==> src/rtl/awgn.sv <==
// AWGN channel model: two 32-bit LFSRs produce sum-of-nibbles noise that is added
// to the real sample (saturated) and emitted alone on the imaginary output.
module awgn #(
    parameter logic [31:0] SEED_RE     = 32'hACE1_2468,
    parameter logic [31:0] SEED_IM     = 32'h1357_BDF9,
    parameter int          NOISE_SHIFT = 1
) (
    input  logic              clk,
    input  logic              reset,
    input  logic              enable,
    input  logic signed [7:0] data_in,
    input  logic              bypass,
    output logic              busy,
    output logic signed [7:0] Y_out_real,
    output logic signed [7:0] Y_out_imag,
    output logic              sum_real_n_truncation
);

    localparam int STEPS = 16;

    logic [31:0]       lfsr_re_reg;
    logic [31:0]       lfsr_im_reg;
    logic [31:0]       chain_re [0:STEPS];
    logic [31:0]       chain_im [0:STEPS];

    logic signed [6:0] noise_re_next;
    logic signed [6:0] noise_im_next;

    logic signed [7:0] data_s1_reg;
    logic signed [6:0] n_re_s1_reg;
    logic signed [6:0] n_im_s1_reg;

    logic signed [8:0] sum_re_next;
    logic signed [7:0] y_re_next;
    logic signed [7:0] y_im_next;
    logic              trunc_next;

    logic signed [7:0] y_re_reg;
    logic signed [7:0] y_im_reg;
    logic              trunc_reg;

    logic [2:0]        warm_cnt_reg;
    logic              busy_reg;
    logic              out_valid;

    // Sum of four nibbles is roughly Gaussian around 30; centre it, then scale.
    function automatic logic signed [6:0] nibble_noise(input logic [31:0] s);
        logic [5:0]        u;
        logic signed [6:0] raw;
        u   = {2'b00, s[3:0]} + {2'b00, s[11:8]} + {2'b00, s[19:16]} + {2'b00, s[27:24]};
        raw = $signed({1'b0, u}) - 7'sd30;
        return raw >>> NOISE_SHIFT;
    endfunction

    assign chain_re[0] = lfsr_re_reg;
    assign chain_im[0] = lfsr_im_reg;

    // Sixteen Fibonacci steps per enabled cycle, fully unrolled.
    generate
        for (genvar gi = 0; gi < STEPS; gi++) begin : g_step
            assign chain_re[gi+1] = {chain_re[gi][30:0],
                                     chain_re[gi][31] ^ chain_re[gi][21] ^ chain_re[gi][1] ^ chain_re[gi][0]};
            assign chain_im[gi+1] = {chain_im[gi][30:0],
                                     chain_im[gi][31] ^ chain_im[gi][21] ^ chain_im[gi][1] ^ chain_im[gi][0]};
        end
    endgenerate

    assign noise_re_next = bypass ? 7'sd0 : nibble_noise(chain_re[STEPS]);
    assign noise_im_next = bypass ? 7'sd0 : nibble_noise(chain_im[STEPS]);

    always_comb begin
        sum_re_next = {data_s1_reg[7], data_s1_reg} + {{2{n_re_s1_reg[6]}}, n_re_s1_reg};
        trunc_next  = sum_re_next[8] ^ sum_re_next[7];
        if (trunc_next) begin
            y_re_next = sum_re_next[8] ? 8'sh80 : 8'sh7F;
        end else begin
            y_re_next = sum_re_next[7:0];
        end
        // Noise never exceeds 7 bits, so sign extension is already the clamp.
        y_im_next = {n_im_s1_reg[6], n_im_s1_reg};
    end

    // The fourth enabled edge both clears busy and loads the first real output.
    assign out_valid = !busy_reg || (warm_cnt_reg == 3'd3);

    always_ff @(posedge clk or posedge reset) begin
        if (reset) begin
            lfsr_re_reg  <= SEED_RE;
            lfsr_im_reg  <= SEED_IM;
            data_s1_reg  <= '0;
            n_re_s1_reg  <= '0;
            n_im_s1_reg  <= '0;
            y_re_reg     <= '0;
            y_im_reg     <= '0;
            trunc_reg    <= 1'b0;
            warm_cnt_reg <= 3'd0;
            busy_reg     <= 1'b1;
        end else if (enable) begin
            lfsr_re_reg <= chain_re[STEPS];
            lfsr_im_reg <= chain_im[STEPS];
            data_s1_reg <= data_in;
            n_re_s1_reg <= noise_re_next;
            n_im_s1_reg <= noise_im_next;
            if (busy_reg) begin
                warm_cnt_reg <= warm_cnt_reg + 3'd1;
                if (warm_cnt_reg == 3'd3) begin
                    busy_reg <= 1'b0;
                end
            end
            if (out_valid) begin
                y_re_reg  <= y_re_next;
                y_im_reg  <= y_im_next;
                trunc_reg <= trunc_next;
            end
        end
    end

    assign busy                  = busy_reg;
    assign Y_out_real            = y_re_reg;
    assign Y_out_imag            = y_im_reg;
    assign sum_real_n_truncation = trunc_reg;

endmodule

==> config.mk <==
export PLATFORM = sky130hd
export DESIGN_NAME = awgn
export DESIGN_NICKNAME = d
export VERILOG_FILES = /design/src/rtl/awgn.sv
export SDC_FILE = /design/constraint.sdc
export NUM_CORES = 1
export LEC_CHECK = 0
export CAP_MARGIN = 0
export CORE_ASPECT_RATIO = 1.5
export CORE_UTILIZATION = 50
export CTS_BUF_LIST = sky130_fd_sc_hd__clkbuf_8 sky130_fd_sc_hd__clkbuf_16
export DETAILED_ROUTE_END_ITERATION = 6
export GPL_TIMING_DRIVEN = 0
export PLACE_DENSITY_LB_ADDON = 0.1
export SYNTH_ARGS = -nofsm -noshare
export SYNTH_HDL_FRONTEND = slang
export SYNTH_SLANG_ARGS = --single-unit
==> constraint.sdc <==
create_clock -name clk -period 4.4 [get_ports clk]
set_input_delay 0.66 -clock clk [delete_from_list [all_inputs] [get_ports clk]]
set_output_delay 0.66 -clock clk [all_outputs]
set_load 0.02 [all_outputs]
[Word level (Yosys, flattened, before mapping)]
Cells that the tools add are included.
Cells by class
  reductions and logical operators: 4
  muxes and demuxes: 6
  eq/ne operators: 1
  $add $sub $neg: 10
  bitwise logic cells: 97
Operators with widths (number)
  $xor 1x1->1: 97
  $mux 8: 2
  $mux 7: 2
  $sub 6x5->7 const B: 2
  $add 5x4->6: 2
  $add 6x4->6: 2
  $add 4x4->5: 2
  $add 8x7->9: 1
  $reduce_and 2->1: 2
  $add 3x1->3 const B: 1
  $eq 3x2->1 const B: 1
  $mux 1: 2
  $logic_not 1->1: 1
  $logic_or 1x1->1: 1
Word-level totals
  bits in registers: 106
  output and inout bits: 18
  input bits: 12

[Longest topological paths before layout]
Gate-level depths: netlist of the first run.
  depth after elaboration: 23
  gate-level depth with buffers: 15
  gate-level depth less buffers: 15

[Worst setup path before layout of the first run]
Ideal clock, no wire load.
  path type: register to register
  from: register lfsr_re_reg[21]
  to: register n_re_s1_reg[5]
  setup time: 110 ps
  required time: 4290 ps
  arrival time: 4317 ps
  cell stages (with the launch flop): 16
  slack: -27 ps
  path through: dfstp_2 > xnor3_2 > xor2_4 > xnor2_4 > xnor2_2 > xnor2_2 > xnor2_2 > xnor2_1 > fa_1 > fa_1 > and2_1 > fa_1 > a21o_1 > a21oi_1 > nor2b_1 > o41ai_1
RTL lines
  start: declaration: line 21  | logic [31:0] lfsr_re_reg;
  start signal: assignment: line 99  | lfsr_re_reg <= chain_re[STEPS];
  end signal: assignment: line 102  | n_re_s1_reg <= noise_re_next;
  end: declaration: line 30  | logic signed [6:0] n_re_s1_reg;

==> results.py, run 1 <==
metrics = {
    "finish": {
        "fill_cells": 931,
        "final_cells": 701,
        "syn2layout_area_growth_pct": 18.3,
        "drive_above_1_share": 0.299,
        "antenna_cells": 0,
        "nets": 595,
        "final_cell_mix": "dfrtp_1, xnor2_1, mux2_2",
        "mostFrequentLayoutCell": "dfrtp_1",
        "final_area_mm2": 0.00712,
    },
    "yosys": {
        "ys_types": 45,
        "netlist_instances": 491,
        "synth_top_area_frac": 0.287,
        "synth.largest_area_cell": "dfrtp_1",
        "synth_edf_count": 0,
        "synth_fp_nets": 540,
        "ys_ff_latch": 103,
        "ys_async_sr_fraction": 1.00,
        "syn_area_mm2": 0.00602,
        "ys_seq_area_frac": 0.435,
        "ys.flop_type": "dfrtp_1",
        "yosysWarnings": 0,
        "synthTopCellsByArea": "dfrtp_1, dfstp_2, mux2_2, xnor2_1, fa_1",
        "syn_area_per_cell_um2": 12.3,
    },
    "global_route": {
        "gr-usage-all-layers": 0.210,
        "grt_pass1_wl_um": 19600,
        "antenna_found_initial": 0,
        "grt_pass1_vias": 3979,
        "grt_max_degree": 62,
        "grt-ovfl-total": 0,
    },
    "timing": {
        "whs_ns": 0.478,
        "setup_ws_ns": -0.00569,
        "hold_viol_final": 0,
        "slew_headroom": 0.484,
        "fmax_mhz": 227,
        "fin_crit_sh": 1.00,
        "period_minus_slack_ns": 4.41,
        "setup_tns_ns": -0.00752,
        "tightestPinTransition_ns": 0.774,
        "rsz0062_at_grt": "true",
        "setup_viol": 2,
        "report.final.slew_viol_count": 0,
        "finClkSkew_ns": 0.00471,
    },
    "route": {
        "wl_per_cell_um": 17.1,
        "post-route-drc-count": 0,
        "drtIter0Drc": 123,
        "via_count": 3661,
        "ant_nets": 0,
        "wirelength_um": 12000,
        "first_pass_iters": 4,
        "vias_per_cell": 5.22,
    },
    "setup_path": {
        "worstPathRequired_ns": 4.65,
        "critPathArrivalTime_ns": 4.65,
        "end_kind": "register",
        "critical_path.max_fanout": 2,
        "path_class": "reg -> reg",
        "cp-start-kind": "register",
    },
    "cts": {
        "cts_max_path_buffers": 2,
        "clock_sinks": 103,
        "h-tree-depth": 3,
        "root_buffer": "clkbuf_16",
        "cts_buffers": 9,
        "path_clk_slew_ns": 0.07,
        "cts_tree": "built",
        "clkLatencyLatePin_ns": 0.34,
    },
    "run_status": {
        "violations": "negative setup slack",
        "status": "finished, violations left",
    },
    "flow_run": {
        "maxCapViolCount": 0,
    },
    "floorplan": {
        "die_area_mm2": 0.0125,
        "start_util": 0.519,
        "die_w_um": 91.6,
        "ios": 30,
        "num_rows": 48,
        "die_h_um": 136,
        "coreArea_mm2": 0.0116,
    },
    "place": {
        "dpl.hpwl_um": 9050,
        "placed_area_mm2": 0.00653,
        "place_congestion": 0.822,
        "port_buffers": 29,
        "dp_cells": 671,
    },
    "min_path": {
        "hold_class": "reg -> reg",
    },
}
-- worst paths after layout --
kind | slack, ns | endpoint | from | depth (start not counted)
setup / recovery | -0.006 | n_im_s1_reg[5] | lfsr_im_reg[11] | 16
setup reg to reg | -0.006 | n_im_s1_reg[5] | lfsr_im_reg[11] | 16
max in group asynchronous | 2.95 | lfsr_re_reg[3] | reset | 3
min in group asynchronous | 0.73 | warm_cnt_reg[1] | reset | 2
hold / removal | 0.48 | Y_out_real[2] | Y_out_real[2] | 2
hold reg to reg | 0.48 | Y_out_real[2] | Y_out_real[2] | 2
-- critical path: stages (launching register included) --
cell and delay, ns:
dfstp_2 0.56, xnor2_2 0.11, xnor3_1 0.46, xor2_1 0.20
xnor2_2 0.19, xnor2_2 0.15, buf_4 0.16, xnor2_4 0.13
xnor2_2 0.17, fa_2 0.58, fa_2 0.44, and2_4 0.15
fa_2 0.35, a21o_1 0.20, a21oi_2 0.16, nor2b_1 0.06
o32ai_1 0.22
-- Yosys cell counts, types with 3 or more instances --
cell	n
a21o_1	6
a21oi_1	21
clkbuf_1	15
dfrtp_1	69
dfstp_2	34
fa_1	15
ha_1	22
inv_1	30
mux2_2	59
nand2_1	24
nor2_1	18
nor2b_1	4
o21ai_0	21
o2bb2ai_1	7
o31ai_1	3
xnor2_1	74
xnor2_2	11
xnor3_1	3
xnor3_2	5
xor2_1	17
-- routing by layer --
| metal | part of all wire | track usage | vias to the layer above |
|---|---|---|---|
| met5 | 0 | 0 | - |
| met4 | 0.020 | 0.0670 | 0 |
| met3 | 0.020 | 0.0358 | 19 |
| met2 | 0.57 | 0.404 | 42 |
| met1 | 0.40 | 0.232 | 1849 |
| li1 | - | - | 1751 |
-- kinds of logic after synthesis --
group | Yosys count | synth area share
adders and majority gates | 37 | 0.0956
muxes | 60 | 0.113
xor gates and xnor gates | 114 | 0.209
and+or+nand+nor | 55 | 0.0397
DFF | 103 | 0.435
AOI/OAI and AO/OA | 73 | 0.0754
buffers and inverters | 49 | 0.0318
-- final cells by class --
cell class | count | area (um2) | area share
multi-input cells | 339 | 3350 | 0.470
flip-flops and latches | 103 | 2620 | 0.368
repair buffers | 44 | 423 | 0.0594
clock buffers | 10 | 239 | 0.0336
well taps | 150 | 188 | 0.0264
inverters | 31 | 119 | 0.0167
clock inverters | 6 | 108 | 0.0151
plain buffers | 18 | 75.1 | 0.0105
-- per-stage QoR --
stage	setup WS, ns	util
2_1_floorplan	-0.000238	-
6_report	-0.00569	0.614
4_1_cts	0.0119	0.609
5_1_grt	-0.138	0.614
3_5_place_dp	-0.438	0.563
3_3_place_gp	-0.469	0.561
-- timing repair --
| action | 4_1_cts | 5_1_grt |
|---|---|---|
| hold endpoints to repair | 0 | 0 |
| pin swaps | 17 | 8 |
| gates resized for setup | 14 | 8 |
| buffers inserted | 10 | 4 |
| hold buffers | 0 | 0 |
| setup endpoints to repair | 7 | 6 |
Power of run 1 is left out: the tool's default activity adds up to more than one toggle a clock period on the data nets, which glitch-free logic cannot reach.
==> run 2, diff against run 1 <==
--- a/config.mk
+++ b/config.mk
@@ -8,10 +8,10 @@
 export CAP_MARGIN = 0
 export CORE_ASPECT_RATIO = 1.5
 export CORE_UTILIZATION = 50
-export CTS_BUF_LIST = sky130_fd_sc_hd__clkbuf_8 sky130_fd_sc_hd__clkbuf_16
 export DETAILED_ROUTE_END_ITERATION = 6
 export GPL_TIMING_DRIVEN = 0
 export PLACE_DENSITY_LB_ADDON = 0.1
+export REMOVE_ABC_BUFFERS = 1
 export SYNTH_ARGS = -nofsm -noshare
 export SYNTH_HDL_FRONTEND = slang
 export SYNTH_SLANG_ARGS = --single-unit
==> results.py, run 2 (synthesis gave the netlist of run 1 again) <==
metrics = {
    "setup_path": {
        "path_buf_inv": 1,
        "r2r_cells": 16,
        "cp-start-kind": "register",
        "crit_path_top_delay_cell": "fa_2",
        "rr_endpoint": "n_im_s1_reg[5]",
        "end_kind": "register",
        "r2r_start": "lfsr_im_reg[25]",
        "path_class": "reg -> reg",
        "path_common_cell": "xnor2_2",
        "max_stage_delay_ns": 0.60,
        "critPathArrivalTime_ns": 4.65,
        "path_cells": "xnor2_4 -> xnor3_1 -> xor2_1 -> xnor2_2 -> xnor2_2 -> buf_4 -> xnor2_4 -> xnor2_2 -> fa_2 -> fa_1 -> and2_4 -> fa_2 -> a21o_1 -> a21oi_2 -> nor2b_1 -> o32ai_1",
        "crit_family": "XOR/XNOR gates",
        "r2r_slack_ns": 0.003,
        "worstPathRequired_ns": 4.65,
        "critical_path.max_fanout": 3,
    },
    "cts": {
        "path_clk_slew_ns": 0.07,
        "cts_tree": "built",
        "cts_buffers": 9,
        "cts_max_path_buffers": 2,
        "clock_sinks": 103,
        "clkLatencyLatePin_ns": 0.35,
        "h-tree-depth": 3,
        "root_buffer": "clkbuf_16",
    },
    "finish": {
        "syn2layout_area_growth_pct": 16.8,
        "final_cells": 688,
        "nets": 582,
        "final_cell_mix": "xnor2_1, dfrtp_1, mux2_2",
        "antenna_cells": 0,
        "drive_above_1_share": 0.301,
        "mostFrequentLayoutCell": "xnor2_1",
        "final_area_mm2": 0.00703,
    },
    "floorplan": {
        "die_w_um": 91.6,
        "die_area_mm2": 0.0125,
        "start_util": 0.519,
        "die_h_um": 136,
        "coreArea_mm2": 0.0116,
        "num_rows": 48,
        "ios": 30,
    },
    "place": {
        "pre_cts_ws_ns": -0.393,
        "port_buffers": 29,
        "place_congestion": 0.757,
        "placed_area_mm2": 0.00648,
        "dpl.hpwl_um": 7580,
        "dp_cells": 654,
    },
    "global_route": {
        "grt_pass1_wl_um": 18300,
        "gr-usage-all-layers": 0.190,
        "grt_pass1_vias": 3814,
        "antenna_found_initial": 0,
        "grt_max_degree": 73,
        "grt-ovfl-total": 0,
    },
    "min_path": {
        "worstHoldStart": "Y_out_real[5]",
        "hold_class": "reg -> reg",
        "min_path_cells": 2,
        "hold_end": "Y_out_real[5]",
    },
    "route": {
        "drtIter0Drc": 70,
        "first_pass_iters": 4,
        "ant_nets": 0,
        "wl_per_cell_um": 15.2,
        "vias_per_cell": 5.18,
        "post-route-drc-count": 0,
        "via_count": 3565,
        "wirelength_um": 10400,
    },
    "timing": {
        "fmax_mhz": 227,
        "report.final.slew_viol_count": 0,
        "period_minus_slack_ns": 4.40,
        "slew_headroom": 0.319,
        "setup_viol": 0,
        "fin_crit_sh": 0.999,
        "rsz0062_at_grt": "true",
        "finClkSkew_ns": 0.00611,
        "hold_viol_final": 0,
        "setup_ws_ns": 0.00319,
        "tightestPinTransition_ns": 1.02,
        "setup_tns_ns": 0,
    },
    "run_status": {
        "status": "finished, final reports clean",
    },
    "flow_run": {
        "maxCapViolCount": 0,
    },
}
run 2: changes by cell type in the layout (fill, tap and decap cells not counted), sizes merged:
cell,change
inv,+2
bufinv,-2
clkinvlp,-1
clkdlybuf4s50,-1
buf,+3
clkbuf,-14
run 2: layout make-up:
type	instances	area, um2
well taps	150	188
multi-input cells	339	3340
flip-flops and latches	103	2620
clock inverters	5	57.6
clock buffers	11	233
fillers	928	4560
repair buffers	49	478
inverters	31	119
run 2: through the flow:
step	hold WS (ns)	util
2_1_floorplan	0.450	-
3_3_place_gp	0.460	0.554
3_5_place_dp	0.468	0.559
4_1_cts	0.482	0.598
5_1_grt	0.507	0.607
6_report	0.479	0.607
run 2: repair_timing:
item                                    4_1_cts  5_1_grt
resized for setup                            12        6
endpoints found under the setup margin        7        7
buffers inserted                             10        8
hold buffers                                  0        0
pin swaps                                    21       16
cloned                                        0        0
endpoints found under the hold margin         0        0
run 2: worst max-delay path by stage:
stage,to,cells past startpoint,slack [ns],from
global route,n_im_s1_reg[3],16,-0.17,lfsr_im_reg[25]
global placement,n_im_s1_reg[4],5,-2.16,enable
detailed placement,n_re_s1_reg[5],15,-0.39,lfsr_re_reg[21]
CTS,n_re_s1_reg[5],15,-0.05,lfsr_re_reg[31]
floorplan,n_re_s1_reg[5],15,-0.03,lfsr_re_reg[21]
finish,n_im_s1_reg[5],16,0.003,lfsr_im_reg[25]
run 2: routing by layer:
metal	track usage	up-vias	routed length, um
met4	0.0741	0	214
met3	0.0252	15	198
met2	0.336	42	5460
li1	-	1729	-
met1	0.234	1779	4560
met5	0	-	0
run 2: worst reg2reg max path: stages (launching register included):
cell	delay (ns)
dfstp_2	0.58
xnor2_4	0.13
xnor3_1	0.46
xor2_1	0.20
xnor2_2	0.18
xnor2_2	0.14
buf_4	0.16
xnor2_4	0.15
xnor2_2	0.16
fa_2	0.60
fa_1	0.42
and2_4	0.16
fa_2	0.37
a21o_1	0.18
a21oi_2	0.15
nor2b_1	0.06
o32ai_1	0.21
Power of run 2 is left out for the same reason.
==> run 3, diff against run 2 <==
--- a/config.mk
+++ b/config.mk
@@ -9,7 +9,7 @@
 export CORE_ASPECT_RATIO = 1.5
 export CORE_UTILIZATION = 50
 export DETAILED_ROUTE_END_ITERATION = 6
-export GPL_TIMING_DRIVEN = 0
+export GPL_TIMING_DRIVEN = 1
 export PLACE_DENSITY_LB_ADDON = 0.1
 export REMOVE_ABC_BUFFERS = 1
 export SYNTH_ARGS = -nofsm -noshare
==> results.py, run 3 (synthesis gave the netlist of run 1 again) <==
metrics = {
    "finish": {
        "final_util": 0.605,
        "multiInputGateArea_mm2": 0.00327,
        "regArea_mm2": 0.00262,
        "final_cell_mix": "xnor2_1, dfrtp_1, mux2_2",
        "final_cells": 696,
        "nets": 590,
        "drive_above_1_share": 0.311,
        "syn2layout_area_growth_pct": 16.5,
        "final_area_mm2": 0.00701,
        "mostFrequentLayoutCell": "xnor2_1",
        "antenna_cells": 0,
        "fill_cells": 954,
    },
    "route": {
        "via_count": 3606,
        "drtIter0Drc": 126,
        "wl_per_cell_um": 15.6,
        "vias_per_cell": 5.18,
        "ant_nets": 0,
        "post-route-drc-count": 0,
        "first_pass_iters": 4,
        "wirelength_um": 10800,
    },
    "timing": {
        "hold_viol_final": 0,
        "report.final.slew_viol_count": 0,
        "fin_crit_sh": 0.980,
        "period_minus_slack_ns": 4.31,
        "setup_viol": 0,
        "finClkSkew_ns": 0.0104,
        "slew_headroom": 0.373,
        "fmax_mhz": 232,
        "rsz0062_at_grt": "true",
        "tightestPinTransition_ns": 0.933,
        "setup_ws_ns": 0.0901,
    },
    "setup_path": {
        "worstPathRequired_ns": 4.61,
        "cp-start-kind": "register",
        "r2r_slack_ns": 0.09,
        "r2r_start": "lfsr_re_reg[21]",
        "crit_start": "lfsr_re_reg[21]",
        "critPathArrivalTime_ns": 4.52,
        "critical_path.max_fanout": 3,
        "path_class": "reg -> reg",
        "end_kind": "register",
        "r2r_cells": 15,
    },
    "floorplan": {
        "num_rows": 48,
        "die_w_um": 91.6,
        "die_h_um": 136,
        "ios": 30,
        "start_util": 0.519,
        "die_area_mm2": 0.0125,
        "coreArea_mm2": 0.0116,
    },
    "global_route": {
        "grt_max_degree": 76,
        "grt_pass1_vias": 3787,
        "grt_pass1_wl_um": 18500,
        "antenna_found_initial": 0,
        "grt-ovfl-total": 0,
        "gr-usage-all-layers": 0.192,
    },
    "cts": {
        "clkLatencyLatePin_ns": 0.34,
        "clock_sinks": 103,
        "root_buffer": "clkbuf_16",
        "path_clk_slew_ns": 0.07,
        "cts_buffers": 9,
        "cts_max_path_buffers": 2,
        "cts_tree": "built",
        "h-tree-depth": 3,
    },
    "place": {
        "dpl.hpwl_um": 8110,
        "placed_area_mm2": 0.00658,
        "port_buffers": 29,
        "pre_cts_ws_ns": -0.131,
        "place_congestion": 0.804,
        "dp_cells": 673,
    },
    "min_path": {
        "worstHoldStart": "Y_out_real[7]",
        "hold_class": "reg -> reg",
        "min_path_cells": 2,
    },
    "run_status": {
        "status": "finished, final reports clean",
    },
    "flow_run": {
        "maxCapViolCount": 0,
    },
}
## run 3: final cells by class
| type | count | area share |
|---|---|---|
| tap | 150 | 0.0268 |
| timing repair buffer | 57 | 0.0710 |
| inverter | 31 | 0.0169 |
| sequential | 103 | 0.374 |
| multi-input combinational | 339 | 0.467 |
| clock buffer | 12 | 0.0351 |
| clock inverter | 4 | 0.00999 |
## run 3: critical path, cell delays in order, from the launching register on
cell and delay [ns]:
dfstp_2 0.55, xnor3_2 0.47, xor2_4 0.19, xnor2_4 0.16
xnor2_2 0.17, xnor2_2 0.18, xnor2_2 0.24, xnor2_2 0.13
fa_1 0.56, fa_1 0.43, and2_4 0.16, fa_2 0.34
a21o_1 0.20, a21oi_2 0.15, xor2_1 0.17, o2bb2ai_1 0.08
## run 3: stage by stage
| stage | hold slack [ns] | TNS (ns) |
|---|---|---|
| 6_report | 0.478 | 0 |
| 5_1_grt | 0.501 | -0.181 |
| 4_1_cts | 0.481 | 0 |
| 3_5_place_dp | 0.470 | -0.419 |
| 3_3_place_gp | 0.461 | -0.00970 |
| 2_1_floorplan | 0.450 | -0.0378 |
## run 3: worst paths after layout
kind,to
worst max-delay path,n_re_s1_reg[3]
worst min-delay path,Y_out_real[7]
worst max register to register,n_re_s1_reg[3]
max in group asynchronous,lfsr_re_reg[6]
min in group asynchronous,Y_out_imag[0]
worst min register to register,Y_out_real[7]
## run 3: what timing repair did
| item | CTS | global route |
|---|---|---|
| pin swaps | 14 | 11 |
| cloned | 0 | 0 |
| endpoints found under the setup margin | 4 | 6 |
| resized for setup | 5 | 7 |
| hold endpoints to repair | 0 | 0 |
| setup buffers | 4 | 3 |
| hold buffers | 0 | 0 |
## run 3: metal layers
metal | track usage | vias to the layer above | wire length (um)
li1 | - | 1749 | -
met4 | 0.0688 | 0 | 167
met2 | 0.348 | 40 | 5840
met1 | 0.231 | 1805 | 4620
met3 | 0.0285 | 12 | 208
met5 | 0 | - | 0
Power of run 3 is left out for the same reason.
